## src/rtl/alu_exec_stage.sv

```systemverilog
// rtl/alu_exec_stage.sv - RV32I execute stage: operand bypass, ALU and one output register on a valid/ready handshake
// Keeps a retired-instruction counter; flush kills the held instruction.
module alu_exec_stage #(
  parameter int XLEN  = 32,
  parameter int CNT_W = 32
) (
  input  logic             clk,
  input  logic             rst,
  input  logic             in_valid,
  output logic             in_ready,
  input  logic [3:0]       in_aluop,
  input  logic             in_itype,
  input  logic [4:0]       in_rs1_idx,
  input  logic [4:0]       in_rs2_idx,
  input  logic [XLEN-1:0]  in_rs1_data,
  input  logic [XLEN-1:0]  in_rs2_data,
  input  logic [XLEN-1:0]  in_imm,
  input  logic [4:0]       in_rd,
  input  logic             in_we,
  input  logic             flush,
  output logic             out_valid,
  input  logic             out_ready,
  output logic [XLEN-1:0]  out_result,
  output logic [4:0]       out_rd,
  output logic             out_we,
  output logic [CNT_W-1:0] retired_cnt
);

  localparam logic [3:0] ALU_ADD    = 4'd0;
  localparam logic [3:0] ALU_SUB    = 4'd1;
  localparam logic [3:0] ALU_SLL    = 4'd2;
  localparam logic [3:0] ALU_SLT    = 4'd3;
  localparam logic [3:0] ALU_SLTU   = 4'd4;
  localparam logic [3:0] ALU_XOR    = 4'd5;
  localparam logic [3:0] ALU_SRL    = 4'd6;
  localparam logic [3:0] ALU_SRA    = 4'd7;
  localparam logic [3:0] ALU_OR     = 4'd8;
  localparam logic [3:0] ALU_AND    = 4'd9;
  localparam logic [3:0] ALU_COPY_B = 4'd10;

  logic             valid_q, valid_d;
  logic [XLEN-1:0]  result_q, result_d;
  logic [4:0]       rd_q, rd_d;
  logic             we_q, we_d;
  logic [CNT_W-1:0] cnt_q, cnt_d;

  logic             load;
  logic             retire;
  logic             fwd_ok;
  logic [XLEN-1:0]  op_a;
  logic [XLEN-1:0]  op_b;
  logic [4:0]       shamt;
  logic [XLEN-1:0]  alu_res;

  assign in_ready = !valid_q || out_ready;
  assign load     = in_valid && in_ready && !flush;
  assign retire   = valid_q && out_ready;

  // Only the instruction sitting in our own output register can be forwarded.
  assign fwd_ok = valid_q && we_q && (rd_q != 5'd0);
  assign op_a   = (fwd_ok && rd_q == in_rs1_idx) ? result_q : in_rs1_data;
  assign op_b   = in_itype ? in_imm :
                  ((fwd_ok && rd_q == in_rs2_idx) ? result_q : in_rs2_data);
  assign shamt  = op_b[4:0];

  always_comb begin
    alu_res = '0;
    case (in_aluop)
      ALU_ADD:    alu_res = op_a + op_b;
      ALU_SUB:    alu_res = op_a - op_b;
      ALU_SLL:    alu_res = op_a << shamt;
      ALU_SLT:    alu_res = {{(XLEN-1){1'b0}}, $signed(op_a) < $signed(op_b)};
      ALU_SLTU:   alu_res = {{(XLEN-1){1'b0}}, op_a < op_b};
      ALU_XOR:    alu_res = op_a ^ op_b;
      ALU_SRL:    alu_res = op_a >> shamt;
      ALU_SRA:    alu_res = $signed(op_a) >>> shamt;
      ALU_OR:     alu_res = op_a | op_b;
      ALU_AND:    alu_res = op_a & op_b;
      ALU_COPY_B: alu_res = op_b;
      default:    alu_res = '0;
    endcase
  end

  always_comb begin
    valid_d  = valid_q;
    result_d = result_q;
    rd_d     = rd_q;
    we_d     = we_q;
    cnt_d    = cnt_q + CNT_W'(retire);
    if (retire) begin
      valid_d = 1'b0;
    end
    if (load) begin
      valid_d  = 1'b1;
      result_d = alu_res;
      rd_d     = in_rd;
      we_d     = in_we;
    end
    // Flush wins, but a retire in the same cycle was already consumed and still counts.
    if (flush) begin
      valid_d = 1'b0;
    end
  end

  always_ff @(posedge clk or posedge rst) begin
    if (rst) begin
      valid_q  <= 1'b0;
      result_q <= '0;
      rd_q     <= '0;
      we_q     <= 1'b0;
      cnt_q    <= '0;
    end else begin
      valid_q  <= valid_d;
      result_q <= result_d;
      rd_q     <= rd_d;
      we_q     <= we_d;
      cnt_q    <= cnt_d;
    end
  end

  assign out_valid   = valid_q;
  assign out_result  = result_q;
  assign out_rd      = rd_q;
  assign out_we      = we_q && valid_q;
  assign retired_cnt = cnt_q;

endmodule
```

## config.mk

```make
export PLATFORM = sky130hd
export DESIGN_NAME = alu_exec_stage
export DESIGN_NICKNAME = d
export VERILOG_FILES = /design/src/rtl/alu_exec_stage.sv
export SDC_FILE = /design/constraint.sdc
export NUM_CORES = 1
export LEC_CHECK = 0
export BUFFER_PORTS_ARGS = -buffer_cell sky130_fd_sc_hd__buf_4
export CAP_MARGIN = 20
export CORE_UTILIZATION = 25
export DETAILED_ROUTE_END_ITERATION = 12
export PLACE_DENSITY = 0.52
export SLEW_MARGIN = 0
export SYNTH_ARGS = -nofsm -noshare
export SYNTH_HDL_FRONTEND = slang
export SYNTH_SLANG_ARGS = --single-unit
```

## constraint.sdc

```tcl
create_clock -name clk -period 10.63 [get_ports clk]
set_input_delay 1.063 -clock clk [delete_from_list [all_inputs] [get_ports clk]]
set_output_delay 1.063 -clock clk [all_outputs]
set_load 0.01 [all_outputs]
```

==> metrics.md, run 1 <==
| Metric | Value |
|---|---|
| Router iterations before antenna repair | `6` |
| Commonest cells after routing, fill and taps aside | `sky130_fd_sc_hd__buf_4, sky130_fd_sc_hd__nand2_1, sky130_fd_sc_hd__mux2i_1` |
| Number of max-cap violations | `0` |
| DP Wirelength | `55900 µm` |
| Number of clock sinks | `71` |
| Relative slew slack | `21.6%` |
| Worst min path class | `register to register` |
| Cell types occupying the most area after synthesis | `sky130_fd_sc_hd__dfrtp_1, sky130_fd_sc_hd__mux2i_1, sky130_fd_sc_hd__ha_1, sky130_fd_sc_hd__a21oi_1, sky130_fd_sc_hd__nand2_1` |
| Global router's overall resource usage | `25.8%` |
| Residual DRC count | `0` |
| Flop and latch count out of synthesis | `71` |
| Finish-stage setup viols | `0` |
| Type of the worst setup path | `input pin to register` |
| Standard-cell rows | `85` |
| Synthesized area per cell | `7.44 µm²` |
| Detailed-route wire length per cell | `27.9 µm` |
| Global route overflow | `0` |
| Least setup slack across all paths after layout | `4.13 ns` |
| Area of combinational cells with multiple inputs | `10900 µm²` |
| Highest attainable clock frequency | `154 MHz` |
| Most common flop cell mapped by yosys | `sky130_fd_sc_hd__dfrtp_1` |
| Cell area power density | `95.3 nW/µm²` |
| Unrepaired setup endpoints after global routing | `false` |
| CTS tree | `done` |
| Die width | `235 µm` |
| Net count after synthesis | `2055` |
| Pre-CTS setup slack | `3.81 ns` |
| Total number of vias | `16100` |
| Final-stage net count | `2163` |
| CTS root buffer | `sky130_fd_sc_hd__clkbuf_16` |
| Utilization after layout | `29.8%` |
| Required time of the critical path | `10.90 ns` |
| P_sw | `741 µW` |
| Number of buffers added for setup after CTS | `0` |
| Nature of the critical path endpoint | `register` |
| Total routed wirelength | `73600 µm` |
| Layout cell share with drive strength beyond 1 | `18.1%` |
| Standard cell core area | `53700 µm²` |
| Largest area contributor in the netlist | `sky130_fd_sc_hd__dfrtp_1` |
| LEAKAGE | `0.00678 µW` |
| Depth of the CTS H-tree | `3` |
| Post-Route Setup TNS | `0 ns` |
| CTS Hold Bufs | `0` |
| Vias in the first global route | `15800` |
| Number of enable flip-flop cells after synthesis | `0` |
| Peak supply drop | `0.0696 mV` |
| I/O pin count | `194` |
| Detail Route Antenna Nets | `0` |
| Tmin final | `6.50 ns` |
| Clock tree buffer depth | `2` |
| Instance area after placement | `15700 µm²` |
| Number of warnings issued by yosys | `0` |
| Worst clock skew on the final layout | `0.0204 ns` |
| Total clock buffers created by CTS | `9` |
| Antenna cell count | `0` |
| Power Internal | `783 µW` |
| Synthesis-to-layout area growth | `17.7%` |
| Pin count of the biggest net entering global routing | `69` |
| Number of hold violations in the final report | `0` |
| Post-route worst hold slack | `0.485 ns` |
| Crit start category | `input pin` |
| Die outline area | `55300 µm²` |
| Cell Area, Synth | `13600 µm²` |
| Worst EP arrival | `6.77 ns` |
| Number of distinct library cells after synthesis | `89` |
| Global-route wire length before repair | `107000 µm` |
| Critical path peak fanout | `29` |
| Height of the die | `235 µm` |
| Result of the run | `finished, final reports clean` |
| Final design area excluding fillers | `16000 µm²` |
| Proportion of synthesized flip-flops having asynchronous set or reset | `100%` |
| Most common cell after layout, fill and taps aside | `sky130_fd_sc_hd__buf_4` |
| Register area | `1780 µm²` |
| Post-synthesis sequential area ratio | `13.1%` |
| Via-to-Cell Ratio | `6.11` |
| Slew Viols, Final | `0` |
| Synthesized instance count | `1827` |
| Share of total power consumed by net switching | `48.6%` |
| Power share of the sequential group | `21.9%` |
| Transition at the pin with the smallest max-transition slack | `1.18 ns` |
| Power share of the combinational group | `56.8%` |
| Global placement routability congestion | `1.01` |
| First-iteration detailed-routing DRC count | `1755` |
| Cts repair resizes | `0` |
| I/O Buffers | `193` |
| Clock Latency Late Sink | `0.38 ns` |
| Proportion of power drawn by the clock network | `21.3%` |
| Share of the clock period used by the worst path after layout | `61.2%` |
| Clock input transition at the sequential cells of the worst setup and hold paths | `0.08 ns` |
| Fill cells | `5857` |
| Initial standard-cell utilization of the core | `25.3%` |
| Post-synth top area share | `13.1%` |
| Initial antenna violation count | `4` |
[final cells by class]
cell class	count	area share, %
sequential	71	11.1
tap	696	5.44
clock buffer	11	1.58
multi-input combinational	1521	68.3
clock inverter	5	0.242
inverter	97	2.28
timing repair buffer	235	11.0
[critical path, stage by stage]
cell	delay [ns]
sky130_fd_sc_hd__buf_4	0.11
sky130_fd_sc_hd__xnor2_1	0.26
sky130_fd_sc_hd__o211ai_2	0.20
sky130_fd_sc_hd__nor2_4	0.13
sky130_fd_sc_hd__buf_4	0.45
sky130_fd_sc_hd__mux2i_1	0.66
sky130_fd_sc_hd__inv_1	0.14
sky130_fd_sc_hd__ha_1	0.45
sky130_fd_sc_hd__a21oi_1	0.34
sky130_fd_sc_hd__o21ai_0	0.21
sky130_fd_sc_hd__a221o_1	0.38
sky130_fd_sc_hd__a221o_1	0.38
sky130_fd_sc_hd__a22oi_1	0.61
sky130_fd_sc_hd__a31oi_1	0.28
sky130_fd_sc_hd__a31oi_1	0.57
sky130_fd_sc_hd__nor4_1	0.13
sky130_fd_sc_hd__nor4_1	0.27
sky130_fd_sc_hd__a21oi_1	0.09
[flip-flops by register name (all words and copies together), names as in the netlist]
register	count
out_result	32
retired_cnt	32
out_rd	5
out_valid	1
we_q	1
[power groups by stage]
stage	clock, µW	combinational, µW	sequential, µW
floorplan	0	521	337
CTS	332	843	335
detailed placement	0	840	340
global placement	0	839	339
finish	325	866	334
global route	340	915	339
[synth_stat cells (39+ instances only)]
library cell,count
sky130_fd_sc_hd__mux2_2,45
sky130_fd_sc_hd__nand2_1,174
sky130_fd_sc_hd__a21oi_1,134
sky130_fd_sc_hd__clkbuf_1,93
sky130_fd_sc_hd__nor3_1,39
sky130_fd_sc_hd__o21ai_0,105
sky130_fd_sc_hd__dfrtp_1,71
sky130_fd_sc_hd__inv_1,89
sky130_fd_sc_hd__nand3_1,66
sky130_fd_sc_hd__nor2_1,140
sky130_fd_sc_hd__mux2i_1,147
sky130_fd_sc_hd__ha_1,104
sky130_fd_sc_hd__xnor2_1,55
[layer usage]
layer  vias up  part of all wire [%]  track usage, %
li1       7075                     -               -
met1      7815                    42            33.6
met2      1004                    44            40.4
met3       213                   8.6            4.84
met4         8                   5.7            13.3
met5         -                 0.075          0.0866
[final timing paths]
| path | startpoint | endpoint | slack (ns) | cells after the start |
|---|---|---|---|---|
| max in group asynchronous | rst | retired_cnt[4] | 8.79 | 3 |
| hold / removal | retired_cnt[31] | retired_cnt[31] | 0.49 | 1 |
| min in group asynchronous | rst | out_result[4] | 0.79 | 2 |
| setup reg to reg | out_rd[1] | out_result[26] | 4.34 | 17 |
| setup / recovery | in_rs1_idx[2] | out_result[31] | 4.13 | 18 |
| hold reg to reg | retired_cnt[31] | retired_cnt[31] | 0.49 | 1 |
[cells by family (layout without fill, tap and decap cells)]
kind of cell               count (synthesis)  in the layout  share of synthesized area (%)
DFF                                       71             71                           13.1
adders and majority gates                106            106                           9.87
muxes                                    214            214                           17.5
and+or+nand+nor                          540            540                           18.5
AOI/OAI and AO/OA                        597            597                           30.0
xor gates and xnor gates                  64             64                           4.13
buffers and inverters                    235            348                           6.99
[metrics by stage]
step / power [µW] / instances
floorplan: 857 / 1827
global placement: 1180 / 2620
detailed placement: 1180 / 2620
CTS: 1510 / 2636
global route: 1590 / 2636
finish: 1520 / 2636
No activity file was read; power rests on OpenSTA's default activity.
==> run 2: changes to the inputs <==
==> constraint.sdc (replaced) <==
create_clock -name clk -period 6.1 [get_ports clk]
set_input_delay 0.61 -clock clk [delete_from_list [all_inputs] [get_ports clk]]
set_output_delay 0.61 -clock clk [all_outputs]
set_load 0.01 [all_outputs]
==> run 2 against run 1 <==
  * Sequential cell count did not move
  * Die area did not move
  * Sequential share of layout area fell by 0.20 points
  * Count of clock-buffer cells in the layout fell by 2
  * Utilization rose by 0.56 points
  * Hold slack got worse by 0.25 ns
  * Worst setup slack got worse by 3.7 ns
  * Largest cell class unchanged
  * Combinational power rose by 77%
  * First-iteration DRC count rose by 14%
==> metrics.md, run 2 (synthesis gave the netlist of run 1 again) <==
| Metric | Value |
|---|---|
| Clock Latency Late Sink | `0.37 ns (was 0.38 ns)` |
| DP Wirelength | `55900 µm (about the same)` |
| Commonest cells after routing, fill and taps aside | `sky130_fd_sc_hd__buf_4, sky130_fd_sc_hd__nand2_1, sky130_fd_sc_hd__mux2i_1 (unchanged)` |
| Number of max-cap violations | `0 (unchanged)` |
| Global placement routability congestion | `1.01 (about the same)` |
| Slew Viols, Final | `0 (unchanged)` |
| Instance area after placement | `16000 µm² (was 15700 µm²)` |
| Total Power Consumption | `2700 µW (was 1520 µW)` |
| I/O pin count | `194 (unchanged)` |
| Post-Route Setup TNS | `0 ns (unchanged)` |
| Total number of vias | `16300 (was 16100)` |
| CTS tree | `done (unchanged)` |
| Residual DRC count | `0 (unchanged)` |
| Unrepaired setup endpoints after global routing | `false (unchanged)` |
| Transition at the pin with the smallest max-transition slack | `1.12 ns (was 1.18 ns)` |
| Detail Route Antenna Nets | `0 (unchanged)` |
| Worst min path class | `input pin to asynchronous set/reset pin (was register to register)` |
| LEAKAGE | `0.00696 µW (was 0.00678 µW)` |
| CTS Hold Bufs | `0 (unchanged)` |
| Pin count of the biggest net entering global routing | `69 (unchanged)` |
| Initial standard-cell utilization of the core | `25.3% (unchanged)` |
| Standard cell core area | `53700 µm² (unchanged)` |
| Number of hold violations in the final report | `0 (unchanged)` |
| Result of the run | `finished, final reports clean (unchanged)` |
| Utilization after layout | `30.3% (was 29.8%)` |
| Die width | `235 µm (unchanged)` |
| Finish-stage setup viols | `0 (unchanged)` |
| Share of the clock period used by the worst path after layout | `92.9%` |
| Height of the die | `235 µm (unchanged)` |
| Vias in the first global route | `15800 (about the same)` |
| Antenna cell count | `0 (unchanged)` |
| Synthesis-to-layout area growth | `19.9% (was 17.7%)` |
| Via-to-Cell Ratio | `6.09 (was 6.11)` |
| Standard-cell rows | `85 (unchanged)` |
| Global router's overall resource usage | `25.4% (was 25.8%)` |
| I/O Buffers | `193 (unchanged)` |
| First-iteration detailed-routing DRC count | `1998 (was 1755)` |
| Highest attainable clock frequency | `176 MHz` |
| Peak supply drop | `0.164 mV (was 0.0696 mV)` |
| Number of clock sinks | `71 (unchanged)` |
| Total clock buffers created by CTS | `9 (unchanged)` |
| Final design area excluding fillers | `16300 µm² (was 16000 µm²)` |
| Depth of the CTS H-tree | `3 (unchanged)` |
| Fill cells | `5821 (was 5857)` |
| Global-route wire length before repair | `106000 µm (was 107000 µm)` |
| Clock input transition at the sequential cells of the worst setup and hold paths | `0.08 ns (about the same)` |
| Final-stage net count | `2196 (was 2163)` |
| Crit start category | `register (was input pin)` |
| Global route overflow | `0 (unchanged)` |
| Clock tree buffer depth | `2 (unchanged)` |
| Cell area power density | `166 nW/µm² (was 95.3 nW/µm²)` |
| Worst clock skew on the final layout | `0.0178 ns (was 0.0204 ns)` |
| Total routed wirelength | `72500 µm (was 73600 µm)` |
| Nature of the critical path endpoint | `register (unchanged)` |
| Detailed-route wire length per cell | `27.2 µm (was 27.9 µm)` |
| Worst-case register-to-register setup slack | `0.43 ns (was 4.34 ns)` |
| Die outline area | `55300 µm² (unchanged)` |
| Type of the worst setup path | `register to register (was input pin to register)` |
| Worst EP arrival | `5.92 ns (was 6.77 ns)` |
| Relative slew slack | `25.3% (was 21.6%)` |
| Most common cell after layout, fill and taps aside | `sky130_fd_sc_hd__buf_4 (unchanged)` |
| Required time of the critical path | `6.35 ns (was 10.90 ns)` |
| Critical path peak fanout | `23 (was 29)` |
| Tmin final | `5.67 ns` |
| Layout cell share with drive strength beyond 1 | `19.5% (was 18.1%)` |
| CTS root buffer | `sky130_fd_sc_hd__clkbuf_16 (unchanged)` |
| Router iterations before antenna repair | `9 (was 6)` |
| Initial antenna violation count | `2 (was 4)` |
## run 2: cell count changes in the layout (fill, tap and decap cells not counted), sizes merged
cell | previous run | this run
buf | 235 | 268
bufinv | 0 | 1
clkbuf | 11 | 9
clkinv | 5 | 7
inv | 96 | 95
## run 2: final cells by class
cell class              count  area (µm²)  area share [%]
multi-input cells        1521       10900            67.1
inverters                  97         365            2.24
well taps                 696         871            5.34
clock buffers               9         225            1.38
flip-flops and latches     71        1780            10.9
repair buffers            268        2050            12.6
clock inverters             7        70.1           0.430
## run 2: timing repair
item | 4_1_cts | 5_1_grt
resized for setup | 0 | 2
setup endpoints to repair | 0 | 2
setup buffers | 0 | 0
## run 2: worst paths after layout
check                      depth (start not counted)         endpoint             from
max                                               18   out_result[31]        out_rd[1]
max in group asynchronous                          3   out_result[29]              rst
min in group clk                                   2        out_valid            flush
max reg2reg                                       18   out_result[31]        out_rd[1]
min reg2reg                                        1  retired_cnt[29]  retired_cnt[29]
min                                                2    out_result[0]              rst
## run 2: routing by layer
| layer | vias up | GRT usage, % | routed length, µm |
|---|---|---|---|
| met5 | - | 0 | 10 |
| met2 | 1019 | 40.4 | 31900 |
| met1 | 7886 | 32.4 | 29800 |
| met4 | 2 | 12.7 | 4120 |
| li1 | 7140 | - | - |
| met3 | 208 | 5.16 | 6630 |
## run 2: power breakdown
| group | total [µW] | internal (µW) | switching [µW] |
|---|---|---|---|
| clock network | 586 | 319 | 267 |
| registers | 582 | 515 | 66.6 |
| logic | 1530 | 571 | 963 |
## run 2: stage by stage
step | setup slack [ns] | cells | hold slack, ns
floorplan | 0.755 | 1827 | 0.471
global placement | 0.248 | 2652 | 0.466
detailed placement | 0.226 | 2653 | 0.487
CTS | 0.408 | 2669 | 0.247
global route | 0.0430 | 2669 | 0.270
finish | 0.432 | 2669 | 0.240
## run 2: worst max-delay path, stage by stage, from the launching register on
cell and delay (ns):
sky130_fd_sc_hd__dfrtp_1 0.44, sky130_fd_sc_hd__or4_4 0.60, sky130_fd_sc_hd__o211ai_2 0.39, sky130_fd_sc_hd__nor2_4 0.15, sky130_fd_sc_hd__buf_12 0.19, sky130_fd_sc_hd__mux2i_1 0.14
sky130_fd_sc_hd__o21ai_0 0.31, sky130_fd_sc_hd__ha_1 0.39, sky130_fd_sc_hd__a21oi_1 0.27, sky130_fd_sc_hd__o21ai_0 0.22, sky130_fd_sc_hd__a221o_1 0.37, sky130_fd_sc_hd__a221o_1 0.37
sky130_fd_sc_hd__a22oi_1 0.22, sky130_fd_sc_hd__buf_4 0.19, sky130_fd_sc_hd__a31oi_1 0.16, sky130_fd_sc_hd__a31oi_1 0.57, sky130_fd_sc_hd__nor4_1 0.12, sky130_fd_sc_hd__nor4_1 0.30
sky130_fd_sc_hd__a21oi_1 0.11
